### src/rtl/cluster_noc_pkg.sv
// Shared definitions for the cluster NoC (upstream and downstream halves).
// Provides the cluster-index width helper, the NHI ID width rule and the
// default AXI request/response structs at the cluster and NHI ID widths.
package cluster_noc_pkg;

  // Width of a cluster index; never zero, so a single cluster still gets one bit.
  function automatic int unsigned idx_width(input int unsigned n);
    return (n > 1) ? $clog2(n) : 1;
  endfunction

  // NHI IDs are the cluster ID with the issuing cluster index prepended.
  function automatic int unsigned nhi_id_width(input int unsigned cl_id_w,
                                               input int unsigned num_cl);
    return cl_id_w + idx_width(num_cl);
  endfunction

  localparam int unsigned NUM_CL   = 4;
  localparam int unsigned CL_ID_W  = 6;
  localparam int unsigned NHI_ID_W = nhi_id_width(CL_ID_W, NUM_CL);
  localparam int unsigned ADDR_W   = 32;
  localparam int unsigned DATA_W   = 32;
  localparam int unsigned STRB_W   = DATA_W / 8;

  typedef struct packed {
    logic [CL_ID_W-1:0] id;
    logic [ADDR_W-1:0]  addr;
    logic [7:0]         len;
    logic [2:0]         size;
    logic [1:0]         burst;
    logic [5:0]         atop;
  } cl_aw_t;

  typedef struct packed {
    logic [NHI_ID_W-1:0] id;
    logic [ADDR_W-1:0]   addr;
    logic [7:0]          len;
    logic [2:0]          size;
    logic [1:0]          burst;
    logic [5:0]          atop;
  } nhi_aw_t;

  typedef struct packed {
    logic [CL_ID_W-1:0] id;
    logic [ADDR_W-1:0]  addr;
    logic [7:0]         len;
    logic [2:0]         size;
    logic [1:0]         burst;
  } cl_ar_t;

  typedef struct packed {
    logic [NHI_ID_W-1:0] id;
    logic [ADDR_W-1:0]   addr;
    logic [7:0]          len;
    logic [2:0]          size;
    logic [1:0]          burst;
  } nhi_ar_t;

  typedef struct packed {
    logic [DATA_W-1:0] data;
    logic [STRB_W-1:0] strb;
    logic              last;
  } w_t;

  typedef struct packed {
    logic [CL_ID_W-1:0] id;
    logic [1:0]         resp;
  } cl_b_t;

  typedef struct packed {
    logic [NHI_ID_W-1:0] id;
    logic [1:0]          resp;
  } nhi_b_t;

  typedef struct packed {
    logic [CL_ID_W-1:0] id;
    logic [DATA_W-1:0]  data;
    logic [1:0]         resp;
    logic               last;
  } cl_r_t;

  typedef struct packed {
    logic [NHI_ID_W-1:0] id;
    logic [DATA_W-1:0]   data;
    logic [1:0]          resp;
    logic                last;
  } nhi_r_t;

  typedef struct packed {
    cl_aw_t aw;
    logic   aw_valid;
    w_t     w;
    logic   w_valid;
    logic   b_ready;
    cl_ar_t ar;
    logic   ar_valid;
    logic   r_ready;
  } cl_req_t;

  typedef struct packed {
    logic  aw_ready;
    logic  ar_ready;
    logic  w_ready;
    logic  b_valid;
    cl_b_t b;
    logic  r_valid;
    cl_r_t r;
  } cl_resp_t;

  typedef struct packed {
    nhi_aw_t aw;
    logic    aw_valid;
    w_t      w;
    logic    w_valid;
    logic    b_ready;
    nhi_ar_t ar;
    logic    ar_valid;
    logic    r_ready;
  } nhi_req_t;

  typedef struct packed {
    logic   aw_ready;
    logic   ar_ready;
    logic   w_ready;
    logic   b_valid;
    nhi_b_t b;
    logic   r_valid;
    nhi_r_t r;
  } nhi_resp_t;

endpackage

### src/rtl/cluster_noc_rr_arb.sv
// Lockable round-robin arbiter.
//   clk_i, rst_i : clock, asynchronous active-high reset
//   req_i        : per-requester request
//   en_i         : output may be offered (e.g. downstream has room)
//   hs_i         : handshake of the granted request this cycle
//   valid_o      : a grant is being offered
//   gnt_o, idx_o : one-hot grant and its index
// Once a grant has been offered it stays locked until its handshake, so the
// selected payload cannot change under a stall. The pointer moves to the
// requester after the winner only on a handshake.
module cluster_noc_rr_arb #(
  parameter int unsigned N    = 4,
  parameter int unsigned IdxW = 2
) (
  input  logic            clk_i,
  input  logic            rst_i,
  input  logic [N-1:0]    req_i,
  input  logic            en_i,
  input  logic            hs_i,
  output logic            valid_o,
  output logic [N-1:0]    gnt_o,
  output logic [IdxW-1:0] idx_o
);

  logic [IdxW-1:0] ptr_q;
  logic [IdxW-1:0] lock_idx_q;
  logic            lock_q;
  logic [IdxW-1:0] pick_idx;
  logic [IdxW-1:0] cand;
  logic            found;

  function automatic logic [IdxW-1:0] wrap_inc(input logic [IdxW-1:0] i);
    return (32'(i) >= N - 1) ? '0 : i + 1'b1;
  endfunction

  // First requester at or after the pointer, wrapping around.
  always_comb begin
    pick_idx = ptr_q;
    found    = 1'b0;
    cand     = ptr_q;
    for (int k = 0; k < N; k++) begin
      if (!found && req_i[cand]) begin
        found    = 1'b1;
        pick_idx = cand;
      end
      cand = wrap_inc(cand);
    end
  end

  assign idx_o   = lock_q ? lock_idx_q : pick_idx;
  assign valid_o = en_i & (lock_q ? req_i[lock_idx_q] : found);

  always_comb begin
    gnt_o        = '0;
    gnt_o[idx_o] = valid_o;
  end

  always_ff @(posedge clk_i or posedge rst_i) begin
    if (rst_i) begin
      ptr_q      <= '0;
      lock_q     <= 1'b0;
      lock_idx_q <= '0;
    end else if (hs_i) begin
      lock_q <= 1'b0;
      ptr_q  <= wrap_inc(idx_o);
    end else if (valid_o) begin
      lock_q     <= 1'b1;
      lock_idx_q <= idx_o;
    end
  end

endmodule

### src/rtl/cluster_noc_upstream.sv
// Upstream half of the cluster NoC: merges the AXI master ports of all
// clusters onto the single NHI master port.
//   clk_i, rst_i : clock, asynchronous active-high reset
//   cl_req_i     : per-cluster AXI master requests
//   cl_resp_o    : per-cluster AXI responses
//   nhi_req_o    : merged AXI request toward host/L2 (IDs widened by index)
//   nhi_resp_i   : AXI response from NHI, routed back by the ID prefix
// AW and AR are arbitrated independently round-robin. W bursts follow AW grant
// order through a small index FIFO. All paths are combinational.
module cluster_noc_upstream #(
  parameter int unsigned NumClusters = 4,
  parameter int unsigned ClIdWidth   = 6,
  parameter int unsigned IdxWidth    = cluster_noc_pkg::idx_width(NumClusters),
  parameter int unsigned NHIIdWidth  = ClIdWidth + IdxWidth,
  parameter int unsigned MaxWTrans   = 8,
  parameter type cl_req_t   = cluster_noc_pkg::cl_req_t,
  parameter type cl_resp_t  = cluster_noc_pkg::cl_resp_t,
  parameter type nhi_req_t  = cluster_noc_pkg::nhi_req_t,
  parameter type nhi_resp_t = cluster_noc_pkg::nhi_resp_t
) (
  input  logic      clk_i,
  input  logic      rst_i,
  input  cl_req_t   cl_req_i  [NumClusters],
  output cl_resp_t  cl_resp_o [NumClusters],
  output nhi_req_t  nhi_req_o,
  input  nhi_resp_t nhi_resp_i
);

  import cluster_noc_pkg::*;

  localparam int unsigned PtrW = (MaxWTrans > 1) ? $clog2(MaxWTrans) : 1;
  localparam int unsigned CntW = $clog2(MaxWTrans + 1);

  logic [NumClusters-1:0] aw_req, ar_req, aw_gnt, ar_gnt;
  logic [IdxWidth-1:0]    aw_idx, ar_idx;
  logic                   aw_valid, ar_valid, aw_hs, ar_hs, aw_en;

  logic [IdxWidth-1:0]    wfifo_mem [MaxWTrans];
  logic [PtrW-1:0]        wr_ptr_q, rd_ptr_q;
  logic [CntW-1:0]        cnt_q;
  logic                   fifo_empty, fifo_full, pop_at_full;
  logic [IdxWidth-1:0]    fifo_head;
  logic [IdxWidth-1:0]    w_sel;
  logic                   w_sel_valid, w_valid, w_push, w_pop;

  logic [IdxWidth-1:0]    b_idx, r_idx;
  logic                   b_idx_ok;

  function automatic logic [PtrW-1:0] ptr_inc(input logic [PtrW-1:0] p);
    return (32'(p) >= MaxWTrans - 1) ? '0 : p + 1'b1;
  endfunction

  always_comb begin
    for (int i = 0; i < NumClusters; i++) begin
      aw_req[i] = cl_req_i[i].aw_valid;
      ar_req[i] = cl_req_i[i].ar_valid;
    end
  end

  // W order FIFO state
  assign fifo_empty = (cnt_q == '0);
  assign fifo_full  = (cnt_q == CntW'(MaxWTrans));
  assign fifo_head  = wfifo_mem[rd_ptr_q];

  // A full FIFO still accepts an AW when the head burst finishes this cycle.
  // Computed from the stored head only, so it never depends on the AW handshake.
  assign pop_at_full = fifo_full & cl_req_i[fifo_head].w_valid
                     & cl_req_i[fifo_head].w.last & nhi_resp_i.w_ready;
  assign aw_en       = ~rst_i & (~fifo_full | pop_at_full);

  cluster_noc_rr_arb #(.N(NumClusters), .IdxW(IdxWidth)) i_aw_arb (
    .clk_i   (clk_i),
    .rst_i   (rst_i),
    .req_i   (aw_req),
    .en_i    (aw_en),
    .hs_i    (aw_hs),
    .valid_o (aw_valid),
    .gnt_o   (aw_gnt),
    .idx_o   (aw_idx)
  );

  cluster_noc_rr_arb #(.N(NumClusters), .IdxW(IdxWidth)) i_ar_arb (
    .clk_i   (clk_i),
    .rst_i   (rst_i),
    .req_i   (ar_req),
    .en_i    (~rst_i),
    .hs_i    (ar_hs),
    .valid_o (ar_valid),
    .gnt_o   (ar_gnt),
    .idx_o   (ar_idx)
  );

  assign aw_hs = aw_valid & nhi_resp_i.aw_ready;
  assign ar_hs = ar_valid & nhi_resp_i.ar_ready;

  // With an empty FIFO the cluster whose AW is handshaking now owns W.
  assign w_sel       = fifo_empty ? aw_idx : fifo_head;
  assign w_sel_valid = ~fifo_empty | aw_hs;
  assign w_valid     = w_sel_valid & cl_req_i[w_sel].w_valid;
  assign w_push      = aw_hs;
  assign w_pop       = w_valid & nhi_resp_i.w_ready & cl_req_i[w_sel].w.last;

  assign b_idx    = nhi_resp_i.b.id[NHIIdWidth-1 -: IdxWidth];
  assign r_idx    = nhi_resp_i.r.id[NHIIdWidth-1 -: IdxWidth];
  assign b_idx_ok = (32'(b_idx) < NumClusters);

  always_comb begin
    nhi_req_o          = '0;
    nhi_req_o.aw_valid = aw_valid;
    nhi_req_o.aw.id    = {aw_idx, cl_req_i[aw_idx].aw.id};
    nhi_req_o.aw.addr  = cl_req_i[aw_idx].aw.addr;
    nhi_req_o.aw.len   = cl_req_i[aw_idx].aw.len;
    nhi_req_o.aw.size  = cl_req_i[aw_idx].aw.size;
    nhi_req_o.aw.burst = cl_req_i[aw_idx].aw.burst;
    nhi_req_o.aw.atop  = cl_req_i[aw_idx].aw.atop;
    nhi_req_o.ar_valid = ar_valid;
    nhi_req_o.ar.id    = {ar_idx, cl_req_i[ar_idx].ar.id};
    nhi_req_o.ar.addr  = cl_req_i[ar_idx].ar.addr;
    nhi_req_o.ar.len   = cl_req_i[ar_idx].ar.len;
    nhi_req_o.ar.size  = cl_req_i[ar_idx].ar.size;
    nhi_req_o.ar.burst = cl_req_i[ar_idx].ar.burst;
    nhi_req_o.w        = cl_req_i[w_sel].w;
    nhi_req_o.w_valid  = w_valid;
    // Responses addressed to a nonexistent cluster are drained.
    nhi_req_o.b_ready  = 1'b1;
    nhi_req_o.r_ready  = 1'b1;
    for (int i = 0; i < NumClusters; i++) begin
      if (b_idx == IdxWidth'(i)) nhi_req_o.b_ready = cl_req_i[i].b_ready;
      if (r_idx == IdxWidth'(i)) nhi_req_o.r_ready = cl_req_i[i].r_ready;
    end
  end

  always_comb begin
    for (int i = 0; i < NumClusters; i++) begin
      cl_resp_o[i]          = '0;
      cl_resp_o[i].aw_ready = aw_gnt[i] & nhi_resp_i.aw_ready;
      cl_resp_o[i].ar_ready = ar_gnt[i] & nhi_resp_i.ar_ready;
      cl_resp_o[i].w_ready  = w_sel_valid & (w_sel == IdxWidth'(i)) & nhi_resp_i.w_ready;
      cl_resp_o[i].b_valid  = nhi_resp_i.b_valid & (b_idx == IdxWidth'(i));
      cl_resp_o[i].b.id     = nhi_resp_i.b.id[ClIdWidth-1:0];
      cl_resp_o[i].b.resp   = nhi_resp_i.b.resp;
      cl_resp_o[i].r_valid  = nhi_resp_i.r_valid & (r_idx == IdxWidth'(i));
      cl_resp_o[i].r.id     = nhi_resp_i.r.id[ClIdWidth-1:0];
      cl_resp_o[i].r.data   = nhi_resp_i.r.data;
      cl_resp_o[i].r.resp   = nhi_resp_i.r.resp;
      cl_resp_o[i].r.last   = nhi_resp_i.r.last;
    end
  end

  always_ff @(posedge clk_i or posedge rst_i) begin
    if (rst_i) begin
      wr_ptr_q <= '0;
      rd_ptr_q <= '0;
      cnt_q    <= '0;
    end else begin
      if (w_push) wr_ptr_q <= ptr_inc(wr_ptr_q);
      if (w_pop)  rd_ptr_q <= ptr_inc(rd_ptr_q);
      case ({w_push, w_pop})
        2'b10:   cnt_q <= cnt_q + 1'b1;
        2'b01:   cnt_q <= cnt_q - 1'b1;
        default: cnt_q <= cnt_q;
      endcase
    end
  end

  always_ff @(posedge clk_i) begin
    if (w_push) wfifo_mem[wr_ptr_q] <= aw_idx;
  end

  // Clusters never issue atomics, and every B must belong to a real cluster.
  assert property (@(posedge clk_i) disable iff (rst_i)
    nhi_req_o.aw_valid |-> (nhi_req_o.aw.atop == '0));
  assert property (@(posedge clk_i) disable iff (rst_i)
    nhi_resp_i.b_valid |-> b_idx_ok);

endmodule
### config.mk
export PLATFORM = sky130hd
export DESIGN_NAME = cluster_noc_upstream
export DESIGN_NICKNAME = d
export VERILOG_FILES = /design/src/rtl/cluster_noc_pkg.sv /design/src/rtl/cluster_noc_rr_arb.sv /design/src/rtl/cluster_noc_upstream.sv
export SDC_FILE = /design/constraint.sdc
export NUM_CORES = 1
export LEC_CHECK = 0
export BUFFER_PORTS_ARGS = -buffer_cell sky130_fd_sc_hd__buf_4
export CELL_PAD_IN_SITES_DETAIL_PLACEMENT = 1
export CELL_PAD_IN_SITES_GLOBAL_PLACEMENT = 1
export CORE_AREA = 5 5 399 401
export CTS_CLUSTER_SIZE = 28
export DETAILED_ROUTE_END_ITERATION = 16
export DIE_AREA = 0 0 404 406
export MAX_ROUTING_LAYER = met4
export PLACE_DENSITY = 0.33
export SLEW_MARGIN = 10
export SYNTH_ARGS = -nofsm -noshare
export SYNTH_HDL_FRONTEND = slang
export SYNTH_SLANG_ARGS = --single-unit
### constraint.sdc
create_clock -name clk_i -period 13.1 [get_ports clk_i]
set_input_delay 3.275 -clock clk_i [delete_from_list [all_inputs] [get_ports clk_i]]
set_output_delay 3.275 -clock clk_i [all_outputs]
set_load 0.01 [all_outputs]
After elaboration in Yosys (flattened, before gate mapping)
Memory sizes are Yosys's and may differ from the RTL's.
Cells that the tools add are included.
{"block": "word_totals", "reg_bits": 20, "ram_bits": 16, "in_bits": 660, "out_inout_bits": 370, "wordCells": 213, "n_memories": 1}
{"memory": "wfifo_mem", "words": 8, "width": 2, "read_ports": 1, "rd_ports_with_merged_regs": 0, "write_ports": 1, "line": "cluster_noc_upstream.sv:38", "source": "logic [IdxWidth-1:0] wfifo_mem [MaxWTrans];"}
{"block": "op_classes", "n_addsub": 12, "n_lt_le_gt_ge": 28, "eq_ne": 12, "mux": 80, "bitwise_logic": 48, "n_reduce_logical": 23}
{"operator": "$bmux 150 s2", "count": 4}
{"operator": "$mux 150", "count": 2}
{"operator": "$mux 92", "count": 2}
{"operator": "$mux 56", "count": 2}
{"operator": "$mux 53", "count": 2}
{"operator": "$lt 2x3->1 const B", "count": 12}
{"operator": "$mux 1", "count": 36}
{"operator": "$and 1x1->1", "count": 35}
{"operator": "$mux 2", "count": 17}
{"operator": "$bmux 1 s2", "count": 10}
{"operator": "$ge 3x3->1 const B", "count": 6}
{"operator": "$add 2x1->2 const B", "count": 8}
{"operator": "$ge 2x2->1 const B", "count": 8}
{"operator": "$eq 2x2->1 const B", "count": 7}
{"operator": "$not 2->3", "count": 4}
{"operator": "$and 4x4->4", "count": 2}
{"operator": "$eq 2x1->1 const B", "count": 4}
{"operator": "$logic_and 1x1->1", "count": 8}
{"operator": "$pmux 4 s2", "count": 1}
{"operator": "$add 3x1->3 const B", "count": 2}
{"operator": "$logic_not 1->1", "count": 6}
{"operator": "$logic_not 2->1", "count": 3}
{"operator": "$mux 3", "count": 2}
{"operator": "$reduce_bool 2->1", "count": 3}
{"operator": "other kinds (9)", "count": 17}

Logic depth before layout (Yosys ltp)
{"block": "depth", "word_depth": 23, "depth_mapped": 18, "ltp_nobuf": 16}

Cells and area by module
Synthesis repeated with hierarchy kept, for this count alone.
{"block": "hier_totals", "cells_unflattened": 875, "hier_area_um2": 8363.0}
{"module": "cluster_noc_upstream", "instances": 1, "cells_each": 692, "area_each_um2": 6834.1, "seq_area_each_um2": 730.7}
{"module": "cluster_noc_rr_arb (i_aw_arb)", "instances": 1, "cells_each": 93, "area_each_um2": 797.0, "seq_area_each_um2": 125.1}
{"module": "cluster_noc_rr_arb (i_ar_arb)", "instances": 1, "cells_each": 90, "area_each_um2": 732.0, "seq_area_each_um2": 125.1}

Least setup slack after synthesis
No wires, ideal clock.
{"block": "synth_path", "kind": "input -> output", "startpoint": "in cl_req_i[542] (netlist name)", "endpoint": "out cl_resp_o[215] (netlist name)", "t_arrival_ns": 5.719, "required_time_ns": 9.825, "slack_ns": 4.106, "stages": 11, "n_path_buf": 3, "path_cell_list": "buf_2 nand2b_1 mux4_2 o31ai_1 nor3b_1 o21ai_1 buf_2 buf_1 inv_1 ha_1 and3_1"}
{"element": "from (decl)", "line": "cluster_noc_upstream.sv:23", "source": "input cl_req_t cl_req_i [NumClusters],"}
{"element": "to (decl)", "line": "cluster_noc_upstream.sv:24", "source": "output cl_resp_t cl_resp_o [NumClusters],"}

==> impl_metrics.csv <==
group,metric,value,unit
run_status,outcome,"completed",
die,die_w,404,µm
routing,route.antenna.remaining_nets,0,
clock_tree,h-tree-depth,2,
grt,grt_max_degree,135,
routing,routedWlPerCell,18.2,µm
job,maxCapViolations,0,
yosys,synth_fp_nets,1915,
routing,dr_total_vias,11000,
routing,drtIter0Drc,446,
clock_tree,cts_tree,"done",
die,design.die.area,164000,µm²
critical_path,timing.rr.start,"i_aw_arb.ptr_q[0]",
pwr,power.density,296,nW/µm²
cells_and_area,final_nets,2428,
cells_and_area,num-fill-cells,18800,
critical_path,reg2reg_depth,17,
clock_tree,post_cts_buffers,0,
grt,track_usage,8.04,%
clock_tree,cts_resized,0,
timing,rsz0062_at_grt,"no",
timing,fin_crit,10.37,ns
routing,top_layer_used,"met4",
timing,drv_slew,0,
critical_path,startpoint_type,"primary input",
timing,skew,0.0200,ns
critical_path,cp.required,9.82,ns
critical_path,rr_endpoint,"cnt_q[3]",
critical_path,critical_path_class,"in -> out",
clock_tree,clk_path_buf_depth,2,
critical_path,crit_chain,"buf_4, nand2b_1, mux4_2, nor3_4, mux2i_1, a21boi_4, buf_12, mux2i_1, a21oi_1, buf_4",
yosys,synthAdderAreaFrac,2.68,%
clock_tree,path_clk_slew,0.08,ns
die,start_util,5.60,%
placement,portBuffers,784,
timing,setup_slack,2.73,ns
yosys,yosys.area_share.simple,26.5,%
die,die_y,406,µm
critical_path,r2r_slack,7.63,ns
critical_path,path_buf_inv,3,
grt,grt_pass1_vias,11900,
timing,tns,0,ns
pwr,peakVddDrop,0.000157,V
routing,routed_wl,69600,µm
critical_path,path_max_fanout,134,
die,io_pins,1030,
yosys,ys_ff_latch,36,
routing,wl_met1,28200,µm
clock_tree,cts-root-buf,"clkbuf_16",
critical_path,setup.worst_path.end,"nhi_req_o[99]",
yosys,synth_top_family_by_area,"simple AND/OR/NAND/NOR gates",
critical_path,crit_cells,10,
critical_path,slowest_delay,0.69,ns
grt,antenna_found_initial,9,
cells_and_area,finish.utilization,10.0,%
placement,pre_cts_ws,2.61,ns
yosys,synth_edf_count,16,
timing,max_slew_margin,35.5,%
yosys,synth-main-ff-cell,"dfrtp_1",
yosys,synth_xor_area_share,0.504,%
routing,first_pass_iters,4,
routing,drc_errors,0,
critical_path,cp_slowest_cell,"a21boi_4",
routing,wl_met2,33400,µm
yosys,syn_area,8700,µm²
critical_path,arrival,7.09,ns
cells_and_area,drive_above_1_share,48.8,%
timing,hold_violations,0,
pwr,p_leak,0.00692,µW
timing,post-route-period-util,79.1,%
yosys,ys_seq_area_share,11.3,%
die,rows,145,
yosys,ys.warnings.count,0,
timing,setup-violations-final,0,
yosys,yosys.area.top_type_share,17.9,%
timing,worstMarginPinSlew,0.964,ns
timing,fmax,96.5,MHz
yosys,async_flop_share,55.6,%
yosys,synth_area_leaders,"buf_4 18%, nand2_1 11%, mux2i_1 8.9%",
clock_tree,cts-buffers-inserted,5,
routing,viasPerCell,2.88,
clock_tree,clock_latency,0.31,ns
cells_and_area,area_growth,79.4,%
yosys,synthMuxAreaShare,13.7,%
critical_path,critPathLaunch,"cl_req_i[242]",
critical_path,crit_path_end_kind,"output pin",
clock_tree,cts.hold.buffers_added,0,
yosys,synth_area_leader_cell,"buf_4",
cells_and_area,final_common_cell,"buf_4",
routing,wl_met3,7300,µm
placement,gp_congestion,0.793,
grt,grt_pass1_wl,93000,µm
pwr,finalPower,4620,µW
grt,overflow,0,
yosys,synth_cell_type_count,69,
yosys,syn_inst,1237,
yosys,synth_compound_area_share,22.6,%
cells_and_area,final_cell_mix,"797 x buf_4, 265 x nand2_1, 77 x mux2i_1",
worst_hold_path,hp-class,"reg -> reg",
critical_path,cp_top_family,"multiplexers",
clock_tree,clock-sinks,36,
die,coreArea,155000,µm²
yosys,syn_avg_cell_area,7.03,µm²
placement,hpwl,60200,µm
layout make-up:
cell class	instances	area, µm²	share of cell area, %
repair buffers	799	6020	38.6
multi-input cells	893	5800	37.2
well taps	2058	2570	16.5
flip-flops and latches	36	981	6.29
clock buffers	5	125	0.802
inverters	15	57.6	0.369
clock inverters	3	21.3	0.136
diodes	8	20.0	0.128
cell usage after synthesis (5+ instances only):
master,n
nand2_1,265
buf_4,207
mux2i_1,77
a22oi_1,72
a21oi_1,65
and3_1,63
nor2b_1,63
a211oi_1,59
a31oi_1,53
clkbuf_1,51
buf_2,27
nor2_1,22
dfrtp_1,20
ha_1,17
edfxtp_1,16
mux2_2,14
inv_1,12
o21ai_0,11
mux4_2,9
nand2b_1,9
nor3b_1,9
nor3_1,8
buf_1,6
and2_1,5
nand3_1,5
where the power goes:
group | internal [µW] | switching (µW)
Combinational | 1760 | 2490
Sequential | 168 | 69.7
Clock | 71.4 | 64.4
state kept, by name (all words and copies together), names as in the netlist:
| signal | flops |
|---|---|
| cnt_q | 4 |
| i_aw_arb.lock_q | 1 |
| wfifo_mem | 16 |
| i_ar_arb.lock_q | 1 |
| i_ar_arb.ptr_q | 2 |
| rd_ptr_q | 3 |
| wr_ptr_q | 3 |
| i_aw_arb.ptr_q | 2 |
| i_aw_arb.lock_idx_q | 2 |
| i_ar_arb.lock_idx_q | 2 |
layer usage:
layer  vias to the layer above  GRT usage (%)
met1                      5197           9.32
met2                       507           13.1
met5                         -              -
met4                         0          0.932
li1                       5236              -
met3                        37           3.72
worst register-to-register path, delay by kind of cell (launching register included):
kind / cells / cell delay, ns
fa+ha+maj: 3 / 0.86
compound gates: 6 / 1.72
buf+inv: 1 / 0.34
xor+xnor: 2 / 0.28
simple gates: 5 / 1.67
flops: 1 / 0.53
cell families (layout without fill, tap and decap cells):
logic type,Yosys count,count (layout)
DFF,36,36
buffers and inverters,308,822
other,0,8
adders and majority gates,18,18
xor gates and xnor gates,5,5
AOI/OAI and AO/OA,291,291
and+or+nand+nor,475,475
muxes,104,104
metrics by stage:
step           hold slack [ns]  instance area (µm²)  instances
6_report                 0.487                15600       3817
5_1_grt                  0.512                15600       3815
4_1_cts                  0.497                15600       3809
3_5_place_dp             0.479                15400       3801
3_3_place_gp             0.479                15400       3801
2_1_floorplan            0.454                 8700       1237
how the worst min path moves through the flow:
stage	from	to	slack [ns]	cells after the start
floorplan	cnt_q[3]	cnt_q[3]	0.45	1
global placement	cnt_q[3]	cnt_q[3]	0.48	1
global route	cnt_q[3]	cnt_q[3]	0.51	1
detailed placement	cnt_q[3]	cnt_q[3]	0.48	1
CTS	cnt_q[3]	cnt_q[3]	0.50	1
finish	cnt_q[3]	cnt_q[3]	0.49	1
No activity file was read; power rests on OpenSTA's default activity.
